**config.mk**
```make
export PLATFORM = sky130hd
export DESIGN_NAME = bcd_countdown_timer
export DESIGN_NICKNAME = d
export VERILOG_FILES = /design/src/rtl/bcd_countdown_timer.sv
export SDC_FILE = /design/constraint.sdc
export NUM_CORES = 1
export LEC_CHECK = 0
export ABC_CLOCK_PERIOD_IN_PS = 2200
export CAP_MARGIN = 20
export CORE_MARGIN = 2
export CORE_UTILIZATION = 30
export CTS_BUF_LIST = sky130_fd_sc_hd__clkbuf_16
export DETAILED_ROUTE_END_ITERATION = 10
export SYNTH_ARGS = -nofsm -noshare
export SYNTH_HDL_FRONTEND = slang
export SYNTH_SLANG_ARGS = --single-unit
```
**constraint.sdc**
```tcl
create_clock -name clock -period 2.2 [get_ports clock]
set_input_delay 0.22 -clock clock [delete_from_list [all_inputs] [get_ports clock]]
set_output_delay 0.22 -clock clock [all_outputs]
set_load 0.1 [all_outputs]
```
**src/rtl/bcd_countdown_timer.sv**
```systemverilog
// rtl/bcd_countdown_timer.sv - multi-digit BCD down-counter with load/start/stop control and done flag
// Decrements on qualified ticks with borrow rippling across digits; halts and flags done at zero.
module bcd_countdown_timer #(
    parameter int DIGITS = 4
) (
    input  logic                clock,
    input  logic                reset,
    input  logic                tick,
    input  logic                load,
    input  logic [4*DIGITS-1:0] preset,
    input  logic                start,
    input  logic                stop,
    output logic [4*DIGITS-1:0] count,
    output logic                running,
    output logic                done,
    output logic                done_pulse
);

    typedef enum logic [1:0] {
        IDLE  = 2'd0,
        RUN   = 2'd1,
        PAUSE = 2'd2,
        DONE  = 2'd3
    } state_t;

    state_t state;

    logic [4*DIGITS-1:0] preset_clamped;
    logic [4*DIGITS-1:0] count_dec;
    logic                count_zero;
    logic                dec_zero;

    // Any non-BCD preset digit saturates to 9 so count always stays legal BCD.
    always_comb begin
        preset_clamped = '0;
        for (int i = 0; i < DIGITS; i++) begin
            if (preset[4*i +: 4] > 4'd9) begin
                preset_clamped[4*i +: 4] = 4'd9;
            end else begin
                preset_clamped[4*i +: 4] = preset[4*i +: 4];
            end
        end
    end

    // Digit 0 always decrements; a borrow propagates upward past every digit that was 0.
    always_comb begin
        logic borrow;
        logic [3:0] d;
        count_dec = '0;
        borrow    = 1'b1;
        d         = 4'd0;
        for (int i = 0; i < DIGITS; i++) begin
            d = count[4*i +: 4];
            if (borrow) begin
                if (d == 4'd0) begin
                    count_dec[4*i +: 4] = 4'd9;
                    borrow              = 1'b1;
                end else begin
                    count_dec[4*i +: 4] = d - 4'd1;
                    borrow              = 1'b0;
                end
            end else begin
                count_dec[4*i +: 4] = d;
            end
        end
    end

    assign count_zero = (count == '0);
    assign dec_zero   = (count_dec == '0);

    always_ff @(posedge clock or negedge reset) begin
        if (!reset) begin
            state      <= IDLE;
            count      <= '0;
            running    <= 1'b0;
            done       <= 1'b0;
            done_pulse <= 1'b0;
        end else begin
            done_pulse <= 1'b0;
            if (load) begin
                count   <= preset_clamped;
                state   <= IDLE;
                running <= 1'b0;
                done    <= 1'b0;
            end else if (stop) begin
                if (state == RUN) begin
                    state   <= PAUSE;
                    running <= 1'b0;
                end
            end else if (start) begin
                if ((state == IDLE || state == PAUSE) && !count_zero) begin
                    state   <= RUN;
                    running <= 1'b1;
                end
            end else if (tick && state == RUN) begin
                count <= count_dec;
                if (dec_zero) begin
                    state      <= DONE;
                    running    <= 1'b0;
                    done       <= 1'b1;
                    done_pulse <= 1'b1;
                end
            end
        end
    end

endmodule
```
==> impl_metrics.py, run 1 <==
metrics = {
    "outcome": {
        "status": "finished clean",
    },
    "floorplanning": {
        "die_x_um": 68.8,
        "core_area_um2": 4030,
        "fp-row-count": 23,
        "ioPinCount": 41,
        "dieArea_um2": 4730,
        "start_util": 0.312,
        "die_height_um": 68.8,
    },
    "pwr": {
        "irDropWorstVdd_mv": 0.328,
        "power_switching_mw": 0.482,
        "power_frac_clock": 0.303,
        "swShare": 0.382,
        "leakage_nw": 0.692,
        "sequentialPowerShare": 0.374,
        "intPower_mw": 0.779,
        "power_density_nw_per_um2": 703,
        "pwr-share-comb": 0.323,
    },
    "clock_tree": {
        "cts_buffers": 3,
        "cts_setup_buffers": 0,
        "cts.sink_count": 21,
        "cts_tree": "built",
        "cts_resized": 0,
        "clockBufferDepth": 2,
        "cts.clk_slew.worst_paths_ns": 0.06,
        "htreeDepth": 1,
        "cts_root_buf": "clkbuf_16",
        "hold_buffers": 0,
        "clk_latency_ns": 0.25,
    },
    "final_layout": {
        "nets": 209,
        "register_area_um2": 532,
        "layout.cells.most_common": "buf_4",
        "drive_gt1_frac": 0.226,
        "antenna_cells": 0,
        "multiInputGateArea_um2": 698,
        "final_cell_mix": "26 x buf_4, 21 x clkdlybuf4s50_1, 19 x nor2_1",
        "post-route-util": 0.445,
        "stdcell_count": 236,
        "fillers": 408,
        "areaGrowthSynthToFinish_pct": 42.3,
    },
    "synthesis": {
        "ys_ff_latch": 21,
        "synth-async-reset-ratio": 1.00,
        "syn_inst": 140,
        "yosysWarningCount": 0,
        "yosys.cell_types.count": 38,
        "synth_edf_count": 0,
        "avgSynthCellArea_um2": 8.99,
        "syn-num-nets": 162,
        "synth_ff_type": "dfrtp_1",
        "yosysSeqAreaShare": 0.417,
        "syn_area_um2": 1260,
    },
    "setup_path": {
        "crit_chain": "nor4_4 -> nand4_2 -> or4_4 -> a32oi_1 -> o221a_1",
        "crit_required_ns": 2.39,
        "critical_path_class": "flop to flop",
        "critPathArrivalTime_ns": 2.14,
        "cp-start-kind": "flop",
        "cpMaxStageDelayCell": "dfrtp_2",
        "endpoint_kind": "flop",
        "max_stage_delay_ns": 0.47,
        "crit_fanout": 7,
    },
    "sta": {
        "timing.fmax_mhz": 513,
        "tightest_slew_ns": 0.486,
        "rsz0062_at_grt": "no",
        "slew_viol_final": 0,
        "finalSetupViolCount": 0,
        "finalSetupTns_ns": 0,
        "hold_violations": 0,
        "fin_skew_ns": 0.00215,
        "post-route-min-period_ns": 1.95,
        "finalCritPeriodShare": 0.886,
        "slew_headroom": 0.676,
    },
    "routing": {
        "remaining_drc_errors": 0,
        "vias": 1199,
        "drt_iter0_markers": 41,
        "antenna_left": 0,
        "wl_per_cell_um": 13.5,
        "drtPass1Iterations": 4,
        "drt_wl_total_um": 3200,
        "vias_per_cell": 5.08,
    },
    "global_route": {
        "grt_util_all_layers": 0.149,
        "antenna_found_initial": 0,
        "grt_max_degree": 22,
        "grt_overflow": 0,
        "grt_first_pass_wirelength_um": 5290,
        "grt_pass1_vias": 1150,
    },
    "placement": {
        "numPortBuffers": 40,
        "gp_congestion": 0.711,
        "hpwl_um": 2460,
        "place_inst": 232,
    },
    "flow_run": {
        "max-cap-violations": 0,
    },
    "worst_hold_path": {
        "hp-class": "primary input to asynchronous set/reset pin",
    },
}
layer usage:
layer	part of all wire	global-route usage	up-vias
met5	0	0	-
met4	0.0053	0.0368	0
met3	0.058	0.0373	2
met2	0.50	0.248	27
met1	0.43	0.195	561
li1	-	-	609
stage by stage:
stage | hold WS (ns) | power, mW | setup slack [ns] | area, µm²
2_1_floorplan | -0.0756 | 0.756 | 0.00347 | 1260
3_3_place_gp | 0.480 | 0.882 | 0.0879 | 1710
3_5_place_dp | 0.497 | 0.887 | 0.0768 | 1710
4_1_cts | 0.330 | 1.27 | 0.232 | 1790
5_1_grt | 0.363 | 1.32 | 0.149 | 1790
6_report | 0.321 | 1.26 | 0.251 | 1790
final timing paths:
| path | from | end | slack (ns) | cells after the start |
|---|---|---|---|---|
| max | count[11] | state[1] | 0.25 | 5 |
| min reg2reg | done | done | 0.51 | 1 |
| min in group clock | done | done | 0.51 | 1 |
| min | reset | count[4] | 0.32 | 2 |
| max in group asynchronous | reset | count[10] | 1.64 | 2 |
| max reg2reg | count[11] | state[1] | 0.25 | 5 |
sequential cells by signal, summed over array words and instances, names as in the netlist:
name,cells
done_pulse,1
running,1
done,1
count,16
state,2
Yosys cell counts, drive strengths merged (2+ instances only):
cell type	number	area, µm²
a21oi	7	35.0
a31oi	2	12.5
and2	2	12.5
clkbuf	4	15.0
dfrtp	21	526
inv	4	15.0
mux2i	4	40.0
nand2	14	52.6
nand3	2	10.0
nand4	3	25.0
nor2	19	71.3
nor3	7	45.0
nor3b	3	22.5
nor4	6	80.1
o21a	4	30.0
o21ai	15	75.1
o22ai	2	12.5
o31a	2	17.5
or4	2	18.8
xnor2	5	43.8
power groups by stage:
stage	Combinational [mW]	Sequential [mW]	Clock (mW)
2_1_floorplan	0.0868	0.669	0
5_1_grt	0.431	0.477	0.411
6_report	0.407	0.471	0.382
4_1_cts	0.410	0.471	0.389
3_5_place_dp	0.409	0.478	0
3_3_place_gp	0.406	0.476	0
area by class of cell:
type	instances	area share
multi-input combinational	110	0.390
sequential	21	0.297
timing repair buffer	47	0.226
clock buffer	3	0.0419
tap	50	0.0349
inverter	4	0.00838
clock inverter	1	0.00209
kinds of logic after synthesis:
group           after synthesis  synth area share
compound gates               37             0.180
xor+xnor                      5            0.0348
buf+inv                       9            0.0278
flops                        21             0.417
mux                           4            0.0318
simple gates                 64             0.308
worst max-delay path, delay by kind of cell, from the launching register on:
kind             cells  cell delay, ns
AO/OA/AOI/OAI        2            0.40
AND/OR/NAND/NOR      3            1.01
flip-flops           1            0.47
(Power assumes the default switching activity.)
==> run 2, diff against run 1 <==
Settings changed: ABC_CLOCK_PERIOD_IN_PS 2200 to 2530.
Clock period 2.2 ns to 2.53 ns, I/O delays scaled along.
==> run 2 against run 1 <==
  * Sequential power shrank 13%
  * Count of clock-buffer cells in the layout is the same
  * Routed wire length grew 0.31%
  * Highest routed layer unchanged
  * Largest cell class unchanged
  * Worst setup slack gained 0.17 ns
  * Combinational power shrank 14%
==> impl_metrics.py, run 2 (same netlist as run 1, synthesis figures left out) <==
metrics = {
    "sta": {
        "hold_violations": 0,
        "finalCritPeriodShare": 0.835,
        "rsz0062_at_grt": "no",
        "timing.fmax_mhz": 473,
        "post-route-min-period_ns": 2.11,
        "fin_skew_ns": 0.00149,
        "finalSetupTns_ns": 0,
        "finalSetupViolCount": 0,
        "slew_headroom": 0.655,
        "slew_viol_final": 0,
        "tightest_slew_ns": 0.517,
    },
    "setup_path": {
        "endpoint_kind": "flop",
        "crit_fanout": 11,
        "crit_required_ns": 2.64,
        "critical_path_class": "primary input to flop",
        "critPathArrivalTime_ns": 2.22,
        "timing.rr.end": "state[1]",
        "reg2reg_from": "count[11]",
        "rrSetupSlack_ns": 0.51,
        "cp-start-kind": "primary input",
        "r2r_cells": 5,
    },
    "clock_tree": {
        "cts_root_buf": "clkbuf_16",
        "clk_latency_ns": 0.26,
        "cts_resized": 0,
        "cts_tree": "built",
        "cts.sink_count": 21,
        "cts_buffers": 3,
        "cts.clk_slew.worst_paths_ns": 0.06,
        "cts_setup_buffers": 0,
        "htreeDepth": 1,
        "clockBufferDepth": 2,
        "hold_buffers": 0,
    },
    "pwr": {
        "power_mw": 1.10,
        "pwr-share-comb": 0.321,
        "power_frac_clock": 0.308,
        "swShare": 0.386,
        "leakage_nw": 0.679,
        "irDropWorstVdd_mv": 0.263,
        "intPower_mw": 0.674,
        "power_density_nw_per_um2": 625,
        "power_switching_mw": 0.424,
        "sequentialPowerShare": 0.372,
    },
    "routing": {
        "antenna_left": 0,
        "drtPass1Iterations": 4,
        "vias_per_cell": 5.23,
        "wl_per_cell_um": 13.8,
        "remaining_drc_errors": 0,
        "drt_iter0_markers": 40,
        "drt_wl_total_um": 3210,
        "vias": 1214,
    },
    "placement": {
        "gp_congestion": 0.754,
        "numPortBuffers": 40,
        "place_inst": 228,
        "hpwl_um": 2440,
    },
    "global_route": {
        "grt_pass1_vias": 1214,
        "grt_util_all_layers": 0.155,
        "grt_max_degree": 22,
        "grt_overflow": 0,
        "grt_first_pass_wirelength_um": 5430,
        "antenna_found_initial": 0,
    },
    "final_layout": {
        "areaGrowthSynthToFinish_pct": 39.5,
        "multiInputGateArea_um2": 698,
        "layout.cells.most_common": "buf_4",
        "stdcell_count": 232,
        "largest_register_ffs": 16,
        "reg_top3": "count x16, state x2",
        "regMostFlops": "count",
        "final_cell_mix": "22 x buf_4, 21 x dfrtp_1, 21 x clkdlybuf4s50_1",
        "register_area_um2": 526,
        "fillers": 421,
        "nets": 205,
        "antenna_cells": 0,
        "drive_gt1_frac": 0.181,
    },
    "flow_run": {
        "max-cap-violations": 0,
    },
    "worst_hold_path": {
        "hp-class": "primary input to asynchronous set/reset pin",
    },
    "floorplanning": {
        "fp-row-count": 23,
        "die_x_um": 68.8,
        "core_area_um2": 4030,
        "dieArea_um2": 4730,
        "start_util": 0.312,
        "die_height_um": 68.8,
        "ioPinCount": 41,
    },
    "outcome": {
        "status": "finished clean",
    },
}
-- run 2: changes by cell type in the layout (fill, tap and decap cells not counted) --
cell,before,now
buf_4,26,22
dfrtp_1,16,21
dfrtp_2,5,0
-- run 2: worst max-delay path by stage --
| stage | endpoint | cells past startpoint | slack (ns) | start |
|---|---|---|---|---|
| floorplan | state[1] | 5 | 0.24 | count[11] |
| global placement | count[4] | 6 | 0.20 | start |
| detailed placement | count[4] | 6 | 0.15 | start |
| CTS | count[4] | 6 | 0.42 | start |
| global route | count[4] | 6 | 0.21 | start |
| finish | count[4] | 6 | 0.42 | start |
-- run 2: per-stage QoR --
step / area (µm²) / util / worst slack, ns / hold slack [ns]
floorplan: 1260 / - / 0.239 / -0.0426
global placement: 1680 / 0.416 / 0.204 / 0.476
detailed placement: 1680 / 0.416 / 0.151 / 0.486
CTS: 1760 / 0.436 / 0.421 / 0.359
global route: 1760 / 0.436 / 0.210 / 0.395
finish: 1760 / 0.436 / 0.416 / 0.350
-- run 2: cell type report --
cell class                 count  area share
multi-input combinational    110       0.398
sequential                    21       0.299
timing repair buffer          43       0.214
clock buffer                   3      0.0428
tap                           50      0.0356
inverter                       4     0.00855
clock inverter                 1     0.00214
-- run 2: worst max-delay path, cell delays in order --
cell	delay [ns]
clkdlybuf4s50_1	0.47
nand4bb_1	0.26
or4_1	0.66
nor3_1	0.32
xnor2_1	0.16
a22oi_1	0.10
-- run 2: routing by layer --
metal  part of all wire  GRT usage
met2               0.48      0.251
met1               0.45      0.203
met3              0.054     0.0308
met4              0.016     0.0588
met5                  0          0
-- run 2: power by group through the flow --
stage | logic (mW) | registers, mW | clock network [mW]
2_1_floorplan | 0.0756 | 0.580 | 0
4_1_cts | 0.354 | 0.408 | 0.345
5_1_grt | 0.373 | 0.414 | 0.365
6_report | 0.352 | 0.408 | 0.338
3_5_place_dp | 0.353 | 0.414 | 0
3_3_place_gp | 0.350 | 0.413 | 0
==> run 3, diff against run 2 <==
Settings changed: ABC_CLOCK_PERIOD_IN_PS 2530 to 1800.
Clock period 2.53 ns to 1.8 ns, I/O delays scaled along.
==> run 3 against run 2 <==
  * The run now ends with setup timing left
  * Total power rose by 52%
  * Sequential share of layout area fell by 5.0 points
  * Global-route usage rose by 1.5 points
  * Combinational power rose by 78%
  * Clock power rose by 40%
==> impl_metrics.py, run 3 (same netlist as run 1, synthesis figures left out) <==
metrics = {
    "placement": {
        "gp_congestion": 0.814,
        "placed_cell_area_um2": 1920,
        "hpwl_um": 2630,
        "numPortBuffers": 40,
    },
    "global_route": {
        "grt_overflow": 0,
        "use_met1": 0.218,
        "grt_pass1_vias": 1308,
        "met3_usage": 0.0341,
        "met2_usage": 0.287,
        "grt_first_pass_wirelength_um": 6000,
        "grt_max_degree": 22,
        "grt_util_all_layers": 0.170,
        "antenna_found_initial": 0,
        "grt.busiest_layer": "met2",
    },
    "final_layout": {
        "final_cell_area_um2": 2240,
        "drive_gt1_frac": 0.434,
        "layout.cells.most_common": "buf_4",
        "nets": 235,
        "regMostFlops": "count",
        "areaGrowthSynthToFinish_pct": 78.3,
        "largest_register_ffs": 16,
        "final_cell_mix": "41 x buf_4, 19 x clkdlybuf4s50_1, 16 x nor2_1",
        "reg_top3": "count x16, state x2",
        "antenna_cells": 0,
        "fillers": 357,
    },
    "floorplanning": {
        "core_area_um2": 4030,
        "dieArea_um2": 4730,
        "die_x_um": 68.8,
        "die_height_um": 68.8,
        "start_util": 0.312,
        "ioPinCount": 41,
        "fp-row-count": 23,
    },
    "pwr": {
        "irDropWorstVdd_mv": 0.364,
        "power_density_nw_per_um2": 743,
        "leakage_nw": 0.892,
    },
    "sta": {
        "finalCritPeriodShare": 1.07,
        "fin_ws_ns": -0.126,
        "fin_skew_ns": 0.00167,
        "timing.fmax_mhz": 519,
        "slew_viol_final": 0,
        "holdWs_ns": 0.278,
        "slew_headroom": 0.674,
        "hold_violations": 0,
        "tightest_slew_ns": 0.489,
        "rsz0062_at_grt": "yes",
        "finalSetupViolCount": 12,
        "post-route-min-period_ns": 1.93,
        "finalSetupTns_ns": -0.697,
    },
    "outcome": {
        "status": "finished with violations",
        "violations": "setup timing",
    },
    "setup_path": {
        "cpMaxStageDelayCell": "dfrtp_4",
        "crit_chain": "nor4_4 -> nand4_2 -> or4_4 -> buf_4 -> a21oi_2 -> o22ai_1",
        "crit_required_ns": 1.93,
        "crit_fanout": 3,
        "rrSetupSlack_ns": -0.13,
        "critical_path_class": "flop to flop",
        "max_stage_delay_ns": 0.49,
        "critPathTopFamily": "simple AND/OR/NAND/NOR gates",
        "critPathArrivalTime_ns": 2.06,
        "cp-start-kind": "flop",
        "endpoint_kind": "flop",
        "cp.buffers_inverters": 1,
    },
    "routing": {
        "drt_wl_total_um": 3800,
        "vias_per_cell": 5.05,
        "vias": 1322,
        "remaining_drc_errors": 0,
        "wl_per_cell_um": 14.5,
        "antenna_left": 0,
        "drt_iter0_markers": 76,
        "drtPass1Iterations": 4,
    },
    "flow_run": {
        "max-cap-violations": 0,
    },
    "clock_tree": {
        "cts.clk_slew.worst_paths_ns": 0.06,
        "hold_buffers": 0,
        "cts.sink_count": 21,
        "cts_root_buf": "clkbuf_16",
        "cts_tree": "built",
        "htreeDepth": 1,
        "clockBufferDepth": 2,
        "clk_latency_ns": 0.25,
        "cts_buffers": 3,
    },
    "worst_hold_path": {
        "hp-class": "primary input to asynchronous set/reset pin",
    },
}
==> run 3: final timing paths <==
kind	from	cells past startpoint	end
max	count[13]	6	running
min	reset	2	count[4]
max reg2reg	count[13]	6	running
min reg2reg	done	1	done
max in group asynchronous	reset	2	count[11]
min in group clock	start	4	running
==> run 3: layout make-up <==
| type | instances | area, µm² | area share |
|---|---|---|---|
| clock buffer | 3 | 75.1 | 0.0334 |
| clock inverter | 1 | 3.75 | 0.00167 |
| inverter | 4 | 15.0 | 0.00669 |
| multi-input combinational | 110 | 830 | 0.370 |
| sequential | 21 | 561 | 0.250 |
| tap | 50 | 62.6 | 0.0279 |
| timing repair buffer | 73 | 698 | 0.311 |
==> run 3: repair_timing <==
action	in CTS	in global routing
endpoints found under the setup margin	7	17
buffers inserted	4	6
endpoints found under the hold margin	0	0
gates resized for setup	11	23
pin swaps	9	17
==> run 3: metal layers <==
metal,part of all wire,up-vias
li1,-,656
met1,0.45,635
met2,0.50,27
met3,0.042,4
met4,0.013,0
met5,0,-
==> run 3: metrics by stage <==
| stage | std cells | worst slack, ns | utilization | total power, mW |
|---|---|---|---|---|
| final | 262 | -0.126 | 0.557 | 1.67 |
| after global routing | 262 | -0.222 | 0.557 | 1.74 |
| after CTS | 256 | -0.129 | 0.517 | 1.64 |
| after detailed placement | 248 | -0.292 | 0.478 | 1.16 |
| after global placement | 248 | -0.272 | 0.478 | 1.16 |
| after floorplan | 140 | -0.219 | - | 0.935 |
==> run 3: worst reg2reg max path: stages (launching register included) <==
cell     delay [ns]
dfrtp_4        0.49
nor4_4         0.36
nand4_2        0.15
or4_4          0.45
buf_4          0.15
a21oi_2        0.12
o22ai_1        0.08
==> run 3: power breakdown <==
part	internal [mW]	switching, mW	total [mW]
Sequential	0.520	0.0467	0.567
Combinational	0.219	0.409	0.628
Clock	0.296	0.177	0.473
